--- config.mk ---
export PLATFORM = sky130hd
export DESIGN_NAME = apb_host_bridge_flat
export DESIGN_NICKNAME = d
export VERILOG_FILES = /design/src/rtl/apb_host_bridge_pkg.sv /design/src/rtl/apb_host_bridge_if.sv /design/src/rtl/apb_host_bridge_slv_decode.sv /design/src/rtl/apb_host_bridge.sv /design/src/flat_wrapper.sv
export SDC_FILE = /design/constraint.sdc
export NUM_CORES = 1
export LEC_CHECK = 0
export ABC_AREA = 1
export BUFFER_PORTS_ARGS = -buffer_cell sky130_fd_sc_hd__buf_2
export CORE_MARGIN = 4
export CORE_UTILIZATION = 47
export CTS_CLUSTER_SIZE = 20
export DETAILED_ROUTE_END_ITERATION = 8
export PLACE_DENSITY = 0.79
export SETUP_SLACK_MARGIN = 0.5
export SYNTH_ARGS = -nofsm -noshare
export SYNTH_HDL_FRONTEND = slang
export SYNTH_HIERARCHICAL = 1
export SYNTH_SLANG_ARGS = --single-unit
export TNS_END_PERCENT = 1
--- constraint.sdc ---
create_clock -name clk_i -period 3.85 [get_ports clk_i]
set_input_delay 0.77 -clock clk_i [delete_from_list [all_inputs] [get_ports clk_i]]
set_output_delay 0.77 -clock clk_i [all_outputs]
set_load 0.02 [all_outputs]
--- src/rtl/apb_host_bridge_pkg.sv ---
// Shared types and default widths for the host-to-APB bridge and its slave decoder.
package apb_host_bridge_pkg;

    localparam int DEF_ADDR_W  = 32;
    localparam int DEF_DATA_W  = 32;
    localparam int DEF_PADDR_W = 12;
    localparam int DEF_NUM_SLV = 4;
    localparam int DEF_TIMEOUT = 255;

    typedef enum logic [1:0] {IDLE, SETUP, ACCESS, RESP} apb_br_state_e;

    typedef struct packed {
        logic [DEF_DATA_W-1:0] rdata;
        logic                  err;
    } apb_br_rsp_t;

    // A single slave still gets a 1-bit index so the out-of-range check stays meaningful.
    function automatic int sidx_w(input int num_slv);
        return (num_slv > 1) ? $clog2(num_slv) : 1;
    endfunction

endpackage

--- src/rtl/apb_host_bridge_if.sv ---
// Host request/response channel plus APB3 bus, bundled for the bridge and its environment.
interface apb_host_bridge_if
    import apb_host_bridge_pkg::*;
#(
    parameter int ADDR_W  = DEF_ADDR_W,
    parameter int DATA_W  = DEF_DATA_W,
    parameter int PADDR_W = DEF_PADDR_W,
    parameter int NUM_SLV = DEF_NUM_SLV
) ();

    logic               req_valid_i;
    logic               req_ready_o;
    logic [ADDR_W-1:0]  req_addr_i;
    logic               req_we_i;
    logic [DATA_W-1:0]  req_wdata_i;
    logic               rsp_valid_o;
    logic               rsp_ready_i;
    logic [DATA_W-1:0]  rsp_rdata_o;
    logic               rsp_err_o;
    logic [PADDR_W-1:0] paddr_o;
    logic [NUM_SLV-1:0] psel_o;
    logic               penable_o;
    logic               pwrite_o;
    logic [DATA_W-1:0]  pwdata_o;
    logic [DATA_W-1:0]  prdata_i;
    logic               pready_i;
    logic               pslverr_i;

    modport master (
        input  req_valid_i, req_addr_i, req_we_i, req_wdata_i, rsp_ready_i,
               prdata_i, pready_i, pslverr_i,
        output req_ready_o, rsp_valid_o, rsp_rdata_o, rsp_err_o,
               paddr_o, psel_o, penable_o, pwrite_o, pwdata_o
    );

    modport slave (
        output req_valid_i, req_addr_i, req_we_i, req_wdata_i, rsp_ready_i,
               prdata_i, pready_i, pslverr_i,
        input  req_ready_o, rsp_valid_o, rsp_rdata_o, rsp_err_o,
               paddr_o, psel_o, penable_o, pwrite_o, pwdata_o
    );

endinterface

--- src/rtl/apb_host_bridge_slv_decode.sv ---
// Combinational address decoder: host byte address -> one-hot APB select and decode error.
module apb_slv_decode
    import apb_host_bridge_pkg::*;
#(
    parameter int ADDR_W  = DEF_ADDR_W,
    parameter int PADDR_W = DEF_PADDR_W,
    parameter int NUM_SLV = DEF_NUM_SLV
) (
    input  logic [ADDR_W-1:0]  addr_i,
    output logic [NUM_SLV-1:0] sel_o,
    output logic               dec_err_o
);

    localparam int              SIDX_W    = sidx_w(NUM_SLV);
    localparam int              TOP_LSB   = PADDR_W + SIDX_W;
    localparam logic [SIDX_W:0] NUM_SLV_L = (SIDX_W + 1)'(NUM_SLV);

    logic [SIDX_W-1:0] idx;
    logic              upper_nz;
    logic              idx_oob;

    assign idx       = addr_i[PADDR_W +: SIDX_W];
    assign upper_nz  = |(addr_i >> TOP_LSB);
    assign idx_oob   = {1'b0, idx} >= NUM_SLV_L;
    assign dec_err_o = upper_nz | idx_oob;
    assign sel_o     = dec_err_o ? '0 : (NUM_SLV'(1) << idx);

endmodule

--- src/rtl/apb_host_bridge.sv ---
// Host valid/ready to APB3 bridge: one transfer in flight, address decode, wait-state watchdog.
module apb_host_bridge
    import apb_host_bridge_pkg::*;
#(
    parameter int ADDR_W  = DEF_ADDR_W,
    parameter int DATA_W  = DEF_DATA_W,
    parameter int PADDR_W = DEF_PADDR_W,
    parameter int NUM_SLV = DEF_NUM_SLV,
    parameter int TIMEOUT = DEF_TIMEOUT
) (
    input  logic              clk_i,
    input  logic              rst_i,
    apb_host_bridge_if.master bus
);

    // The counter only has to reach TIMEOUT-1; it saturates when the watchdog is disabled.
    localparam int               CNT_W   = (TIMEOUT > 1) ? $clog2(TIMEOUT) : 1;
    localparam logic [CNT_W-1:0] TO_LAST = CNT_W'((TIMEOUT > 0) ? TIMEOUT - 1 : 0);

    apb_br_state_e      state_q, state_d;
    logic [NUM_SLV-1:0] psel_q, psel_d;
    logic               penable_q, penable_d;
    logic [PADDR_W-1:0] paddr_q, paddr_d;
    logic               pwrite_q, pwrite_d;
    logic [DATA_W-1:0]  pwdata_q, pwdata_d;
    logic [CNT_W-1:0]   wait_q, wait_d;
    logic               rsp_valid_q, rsp_valid_d;
    apb_br_rsp_t        rsp_q, rsp_d;

    logic [NUM_SLV-1:0] dec_sel;
    logic               dec_err;
    logic               req_ready;

    apb_slv_decode #(
        .ADDR_W  (ADDR_W),
        .PADDR_W (PADDR_W),
        .NUM_SLV (NUM_SLV)
    ) u_dec (
        .addr_i    (bus.req_addr_i),
        .sel_o     (dec_sel),
        .dec_err_o (dec_err)
    );

    assign req_ready = (state_q == IDLE) & ~rst_i;

    always_comb begin
        state_d     = state_q;
        psel_d      = psel_q;
        penable_d   = penable_q;
        paddr_d     = paddr_q;
        pwrite_d    = pwrite_q;
        pwdata_d    = pwdata_q;
        wait_d      = wait_q;
        rsp_valid_d = rsp_valid_q;
        rsp_d       = rsp_q;
        case (state_q)
            IDLE: begin
                if (bus.req_valid_i && req_ready) begin
                    if (dec_err) begin
                        state_d     = RESP;
                        rsp_valid_d = 1'b1;
                        rsp_d.rdata = '0;
                        rsp_d.err   = 1'b1;
                    end else begin
                        state_d  = SETUP;
                        psel_d   = dec_sel;
                        paddr_d  = bus.req_addr_i[PADDR_W-1:0];
                        pwrite_d = bus.req_we_i;
                        pwdata_d = bus.req_wdata_i;
                        wait_d   = '0;
                    end
                end
            end
            SETUP: begin
                state_d   = ACCESS;
                penable_d = 1'b1;
            end
            ACCESS: begin
                if (bus.pready_i) begin
                    state_d     = RESP;
                    psel_d      = '0;
                    penable_d   = 1'b0;
                    rsp_valid_d = 1'b1;
                    rsp_d.rdata = pwrite_q ? '0 : bus.prdata_i;
                    rsp_d.err   = bus.pslverr_i;
                end else if ((TIMEOUT != 0) && (wait_q == TO_LAST)) begin
                    state_d     = RESP;
                    psel_d      = '0;
                    penable_d   = 1'b0;
                    rsp_valid_d = 1'b1;
                    rsp_d.rdata = '0;
                    rsp_d.err   = 1'b1;
                end else if (wait_q != {CNT_W{1'b1}}) begin
                    wait_d = wait_q + 1'b1;
                end
            end
            RESP: begin
                if (bus.rsp_ready_i) begin
                    state_d     = IDLE;
                    rsp_valid_d = 1'b0;
                end
            end
            default: state_d = IDLE;
        endcase
    end

    always_ff @(posedge clk_i or posedge rst_i) begin
        if (rst_i) begin
            state_q     <= IDLE;
            psel_q      <= '0;
            penable_q   <= 1'b0;
            paddr_q     <= '0;
            pwrite_q    <= 1'b0;
            pwdata_q    <= '0;
            wait_q      <= '0;
            rsp_valid_q <= 1'b0;
            rsp_q       <= '0;
        end else begin
            state_q     <= state_d;
            psel_q      <= psel_d;
            penable_q   <= penable_d;
            paddr_q     <= paddr_d;
            pwrite_q    <= pwrite_d;
            pwdata_q    <= pwdata_d;
            wait_q      <= wait_d;
            rsp_valid_q <= rsp_valid_d;
            rsp_q       <= rsp_d;
        end
    end

    assign bus.req_ready_o = req_ready;
    assign bus.psel_o      = psel_q;
    assign bus.penable_o   = penable_q;
    assign bus.paddr_o     = paddr_q;
    assign bus.pwrite_o    = pwrite_q;
    assign bus.pwdata_o    = pwdata_q;
    assign bus.rsp_valid_o = rsp_valid_q;
    assign bus.rsp_rdata_o = rsp_q.rdata;
    assign bus.rsp_err_o   = rsp_q.err;

endmodule

--- src/flat_wrapper.sv ---
// flat-port wrapper written by rule: the top's interface ports become plain ports
module apb_host_bridge_flat import apb_host_bridge_pkg::*;
#(
    parameter int ADDR_W  = DEF_ADDR_W,
    parameter int DATA_W  = DEF_DATA_W,
    parameter int PADDR_W = DEF_PADDR_W,
    parameter int NUM_SLV = DEF_NUM_SLV,
    parameter int TIMEOUT = DEF_TIMEOUT
)
  (clk_i, rst_i, bus_req_valid_i, bus_req_addr_i, bus_req_we_i, bus_req_wdata_i, bus_rsp_ready_i, bus_prdata_i, bus_pready_i, bus_pslverr_i, bus_req_ready_o, bus_rsp_valid_o, bus_rsp_rdata_o, bus_rsp_err_o, bus_paddr_o, bus_psel_o, bus_penable_o, bus_pwrite_o, bus_pwdata_o);
  apb_host_bridge_if #(.ADDR_W(ADDR_W), .DATA_W(DATA_W), .PADDR_W(PADDR_W), .NUM_SLV(NUM_SLV)) bus_i ();
  input  logic clk_i;
  input  logic rst_i;
  input wire logic [$bits(bus_i.req_valid_i)-1:0] bus_req_valid_i;
  input wire logic [$bits(bus_i.req_addr_i)-1:0] bus_req_addr_i;
  input wire logic [$bits(bus_i.req_we_i)-1:0] bus_req_we_i;
  input wire logic [$bits(bus_i.req_wdata_i)-1:0] bus_req_wdata_i;
  input wire logic [$bits(bus_i.rsp_ready_i)-1:0] bus_rsp_ready_i;
  input wire logic [$bits(bus_i.prdata_i)-1:0] bus_prdata_i;
  input wire logic [$bits(bus_i.pready_i)-1:0] bus_pready_i;
  input wire logic [$bits(bus_i.pslverr_i)-1:0] bus_pslverr_i;
  output wire logic [$bits(bus_i.req_ready_o)-1:0] bus_req_ready_o;
  output wire logic [$bits(bus_i.rsp_valid_o)-1:0] bus_rsp_valid_o;
  output wire logic [$bits(bus_i.rsp_rdata_o)-1:0] bus_rsp_rdata_o;
  output wire logic [$bits(bus_i.rsp_err_o)-1:0] bus_rsp_err_o;
  output wire logic [$bits(bus_i.paddr_o)-1:0] bus_paddr_o;
  output wire logic [$bits(bus_i.psel_o)-1:0] bus_psel_o;
  output wire logic [$bits(bus_i.penable_o)-1:0] bus_penable_o;
  output wire logic [$bits(bus_i.pwrite_o)-1:0] bus_pwrite_o;
  output wire logic [$bits(bus_i.pwdata_o)-1:0] bus_pwdata_o;
  assign bus_i.req_valid_i = bus_req_valid_i;
  assign bus_i.req_addr_i = bus_req_addr_i;
  assign bus_i.req_we_i = bus_req_we_i;
  assign bus_i.req_wdata_i = bus_req_wdata_i;
  assign bus_i.rsp_ready_i = bus_rsp_ready_i;
  assign bus_i.prdata_i = bus_prdata_i;
  assign bus_i.pready_i = bus_pready_i;
  assign bus_i.pslverr_i = bus_pslverr_i;
  assign bus_req_ready_o = bus_i.req_ready_o;
  assign bus_rsp_valid_o = bus_i.rsp_valid_o;
  assign bus_rsp_rdata_o = bus_i.rsp_rdata_o;
  assign bus_rsp_err_o = bus_i.rsp_err_o;
  assign bus_paddr_o = bus_i.paddr_o;
  assign bus_psel_o = bus_i.psel_o;
  assign bus_penable_o = bus_i.penable_o;
  assign bus_pwrite_o = bus_i.pwrite_o;
  assign bus_pwdata_o = bus_i.pwdata_o;
  apb_host_bridge #(.ADDR_W(ADDR_W), .DATA_W(DATA_W), .PADDR_W(PADDR_W), .NUM_SLV(NUM_SLV), .TIMEOUT(TIMEOUT)) u_core (.clk_i(clk_i), .rst_i(rst_i), .bus(bus_i));
endmodule
==> results summary <==
0 antenna diodes ended up in the layout. The clock insertion delay at the later pin of the skew report came out at 0.36 ns. The top cell type's share of synthesized area came out at 56.4%.

The number of DRC markers after the initial detailed-route iteration came out at 156. The total via count after detailed routing came out at 3434. The cell family contributing the most delay on the critical path is buffers and inverters. The sequential power share came out at 41.9%. The number of antenna violations at the first check in global routing is 0. The clock period minus worst slack came out at 2.50 ns. The number of clock buffers inserted by TritonCTS is 9. The total number of clock tree sinks came out at 94. Leaving out fill and tap cells, the most frequent cell in the layout is sky130_fd_sc_hd__buf_2. The maximum vdd ir drop came out at 0.239 mV.

The floorplan has 34 rows. The total global-route track usage is 17.9%. In this run the count of I/O pins placed on the die edge is 188. Of the synthesized area, sequential elements account for 56.4%.

The number of max-slew violations in the final report is 0. The post-route setup TNS is 0 ns. The placeable core region is 8680 um2. The hold slack came out at 0.482 ns. The tightest slew margin relative to the limit came out at 44.0%.

The internal power summed over all cells came out at 1.78 mW. The slew at the pin closest to its max-slew limit is 0.840 ns. TritonCTS built the clock tree.

The number of max-cap violations is 0. The port buffer count came out at 187. The number of nets at the end of the flow is 707. The worst endpoint required time came out at 4.14 ns. Walking the worst path, the cells encountered are inv_1, ha_1, inv_2, a21oi_1, inv_1, nand3_2, buf_4, nand2_1, o21ai_2.

The length in cells of the worst reg-to-reg path came out at 9. The static leakage power came out at 3.06 nW. The worst setup path is of the reg2reg kind. Of all nets on the critical path, the largest fanout is 39. The signed area change from the synthesized netlist to the final layout is 28.9%. The logic depth of the worst setup path including buffers came out at 9. The HPWL after detailed placement is 7.39 mm.

Setup violations remaining at the end of the flow were counted as 0. In this run the remaining antenna-violating nets after routing total 0. The worst-case clock buffer depth came out at 2. The count of cells resized by post-cts repair came out at 0. Yosys attributes the largest share of cell area to sky130_fd_sc_hd__dfrtp_1, sky130_fd_sc_hd__mux2_2, sky130_fd_sc_hd__nand2_1, sky130_fd_sc_hd__o21ai_0, sky130_fd_sc_hd__o21ai_2. The hold violation count in the final report is 0. Summed over all layers, the global routing overflow is 0. The cell count after synthesis came out at 409. The length of the first detailed-routing pass in iterations is 4. The top cell types in the final layout, fill and taps aside, are sky130_fd_sc_hd__buf_2, sky130_fd_sc_hd__nand2_1, sky130_fd_sc_hd__dfrtp_1. After clock tree synthesis, the setup repair step added 0 buffers. The wire length of the first global-routing pass came out at 14.9 mm. The arrival time of data at the critical path endpoint came out at 2.79 ns. In this run the power density over the cells is 571 nW/um2. Measured along the y axis, the die boundary spans 102 um. The share of total power in combinational logic came out at 38.0%. The worst hold path belongs to the class reg2reg. The worst setup skew after layout is 0.0136 ns. Setup repair after global routing left no endpoint under its margin.

By instance count, the cell type seen most on the critical path is sky130_fd_sc_hd__inv_1. The number of global-route vias before repair came out at 3232. The final cycle utilization of the critical path came out at 65.0%. The die is 102 um wide. The switching fraction of total power came out at 41.9%. The area occupied by multi-input gates came out at 1620 um2. The number of buffers and inverters on the critical path came out at 4.

The initial core utilization is 48.1%. The worst hold path stage count is 2. STA classifies the critical path endpoint as a register.

The average instance in the mapped netlist occupies 10.2 um2. Using the TritonRoute via totals, the vias-per-cell ratio works out to 4.84. The maximum clock frequency is 400 MHz. The post-place setup slack came out at 1.08 ns.

The maximum number of pins on one net before global-route repair is 68. The number of fillers in the final layout is 747. The net count of the mapped netlist is 519.

In the final layout, the share of cells above drive strength 1 is 45.8%. The category of the worst setup path launch point is a register. The clock-pin slew on the worst setup and hold paths came out at 0.09 ns. Dividing the detail-routed wire length by the instance count gives 13.6 um. In this run the number of H-tree levels came out at 3.

The run finished with clean final reports. The netlist uses 26 different library cells. The cell type with the highest aggregate area in the netlist is sky130_fd_sc_hd__dfrtp_1.

The number of hold buffers added after CTS was 0. The count of synthesis-stage warnings from yosys is 6. For this run, design rule violations remaining after detail routing come to 0. The synthesized design contains 94 register bits. The area used by sequential logic in the layout is 2350 um2. The final estimated routing congestion in global placement came out at 0.845. The combined area of all synthesized cells came out at 4170 um2.

Summed over all layers, the routed wires come to 9.68 mm. The area of the die came out at 10400 um2. Of the total power, the clock network draws 20.2%.

The instance area at placement is 5190 um2. The switching power came out at 1.29 mW. The worst setup slack after layout is 1.35 ns. The slowest stage of the critical path is the sky130_fd_sc_hd__nand3_2 cell. The cell at the root of the clock tree is sky130_fd_sc_hd__clkbuf_8. After routing the design area is 5380 um2. The delay of the slowest cell on the worst path came out at 0.54 ns.
cell type report:
cell class	instances	area share [%]
Timing Repair Buffer	193	18.2
Tap cell	108	2.51
Inverter	24	1.75
Clock buffer	9	2.30
Multi-Input combinational cell	275	30.2
Sequential cell	94	43.8
Clock inverter	7	1.23
worst reg2reg max path, stage by stage (launching register included):
cell	delay, ns
sky130_fd_sc_hd__dfrtp_1	0.43
sky130_fd_sc_hd__inv_1	0.12
sky130_fd_sc_hd__ha_1	0.21
sky130_fd_sc_hd__inv_2	0.08
sky130_fd_sc_hd__a21oi_1	0.29
sky130_fd_sc_hd__inv_1	0.16
sky130_fd_sc_hd__nand3_2	0.54
sky130_fd_sc_hd__buf_4	0.43
sky130_fd_sc_hd__nand2_1	0.12
sky130_fd_sc_hd__o21ai_2	0.07
worst paths after layout:
| kind | from | end | slack (ns) |
|---|---|---|---|
| min in group asynchronous | rst_i | u_core/bus.pwdata_o[0] | 0.50 |
| worst min-delay path | u_core/bus.rsp_rdata_o[9] | u_core/bus.rsp_rdata_o[9] | 0.48 |
| max in group asynchronous | rst_i | u_core/wait_q[7] | 2.17 |
| worst max-delay path | u_core/state_q[1] | u_core/bus.rsp_rdata_o[30] | 1.35 |
| worst min register to register | u_core/bus.rsp_rdata_o[9] | u_core/bus.rsp_rdata_o[9] | 0.48 |
| worst max register to register | u_core/state_q[1] | u_core/bus.rsp_rdata_o[30] | 1.35 |
through the flow:
stage | util [%] | cells | total power, mW
after floorplan | - | 409 | 2.18
after global routing | 62.0 | 710 | 3.30
final | 62.0 | 710 | 3.07
after CTS | 62.0 | 710 | 3.11
after global placement | 59.8 | 694 | 2.44
after detailed placement | 59.8 | 694 | 2.48
synth_stat cells (all sizes together):
library cell	instances
nor3	1
and2	1
o21ai	50
buf	11
or2	3
dfrtp	94
ha	7
nand3	13
nand2	116
nor2	30
clkbuf	5
a21oi	3
mux2	45
inv	24
xor2	2
nand4	4
flip-flops by register name, indices dropped and copies added (netlist names):
signal	count
u_core/bus.paddr_o	12
u_core/bus.penable_o	1
u_core/bus.rsp_err_o	1
u_core/bus.rsp_valid_o	1
u_core/wait_q	8
u_core/bus.pwrite_o	1
u_core/state_q	2
u_core/bus.psel_o	4
u_core/bus.rsp_rdata_o	32
u_core/bus.pwdata_o	32
kinds of logic (layout without fill, tap and decap cells):
family / after synthesis / count (layout) / synth area share, %
buf+inv: 40 / 233 / 4.68
flops: 94 / 94 / 56.4
mux: 45 / 45 / 12.1
fa+ha+maj: 7 / 7 / 2.10
xor+xnor: 2 / 2 / 0.420
compound gates: 53 / 53 / 7.35
simple gates: 168 / 168 / 16.9
layer usage:
layer	global-route usage, %	up-vias	share of wire, %
li1	-	1702	-
met2	30.6	122	51
met3	3.89	10	7.6
met4	5.25	0	1.1
met5	0	-	0
met1	23.0	1600	40
power groups by stage:
stage | combinational [mW] | sequential (mW) | clock (mW)
6_report | 1.16 | 1.29 | 0.619
5_1_grt | 1.30 | 1.31 | 0.692
4_1_cts | 1.18 | 1.29 | 0.645
3_5_place_dp | 1.17 | 1.30 | 0
3_3_place_gp | 1.14 | 1.30 | 0
2_1_floorplan | 0.679 | 1.51 | 0
No activity file was read; power rests on OpenSTA's default activity.
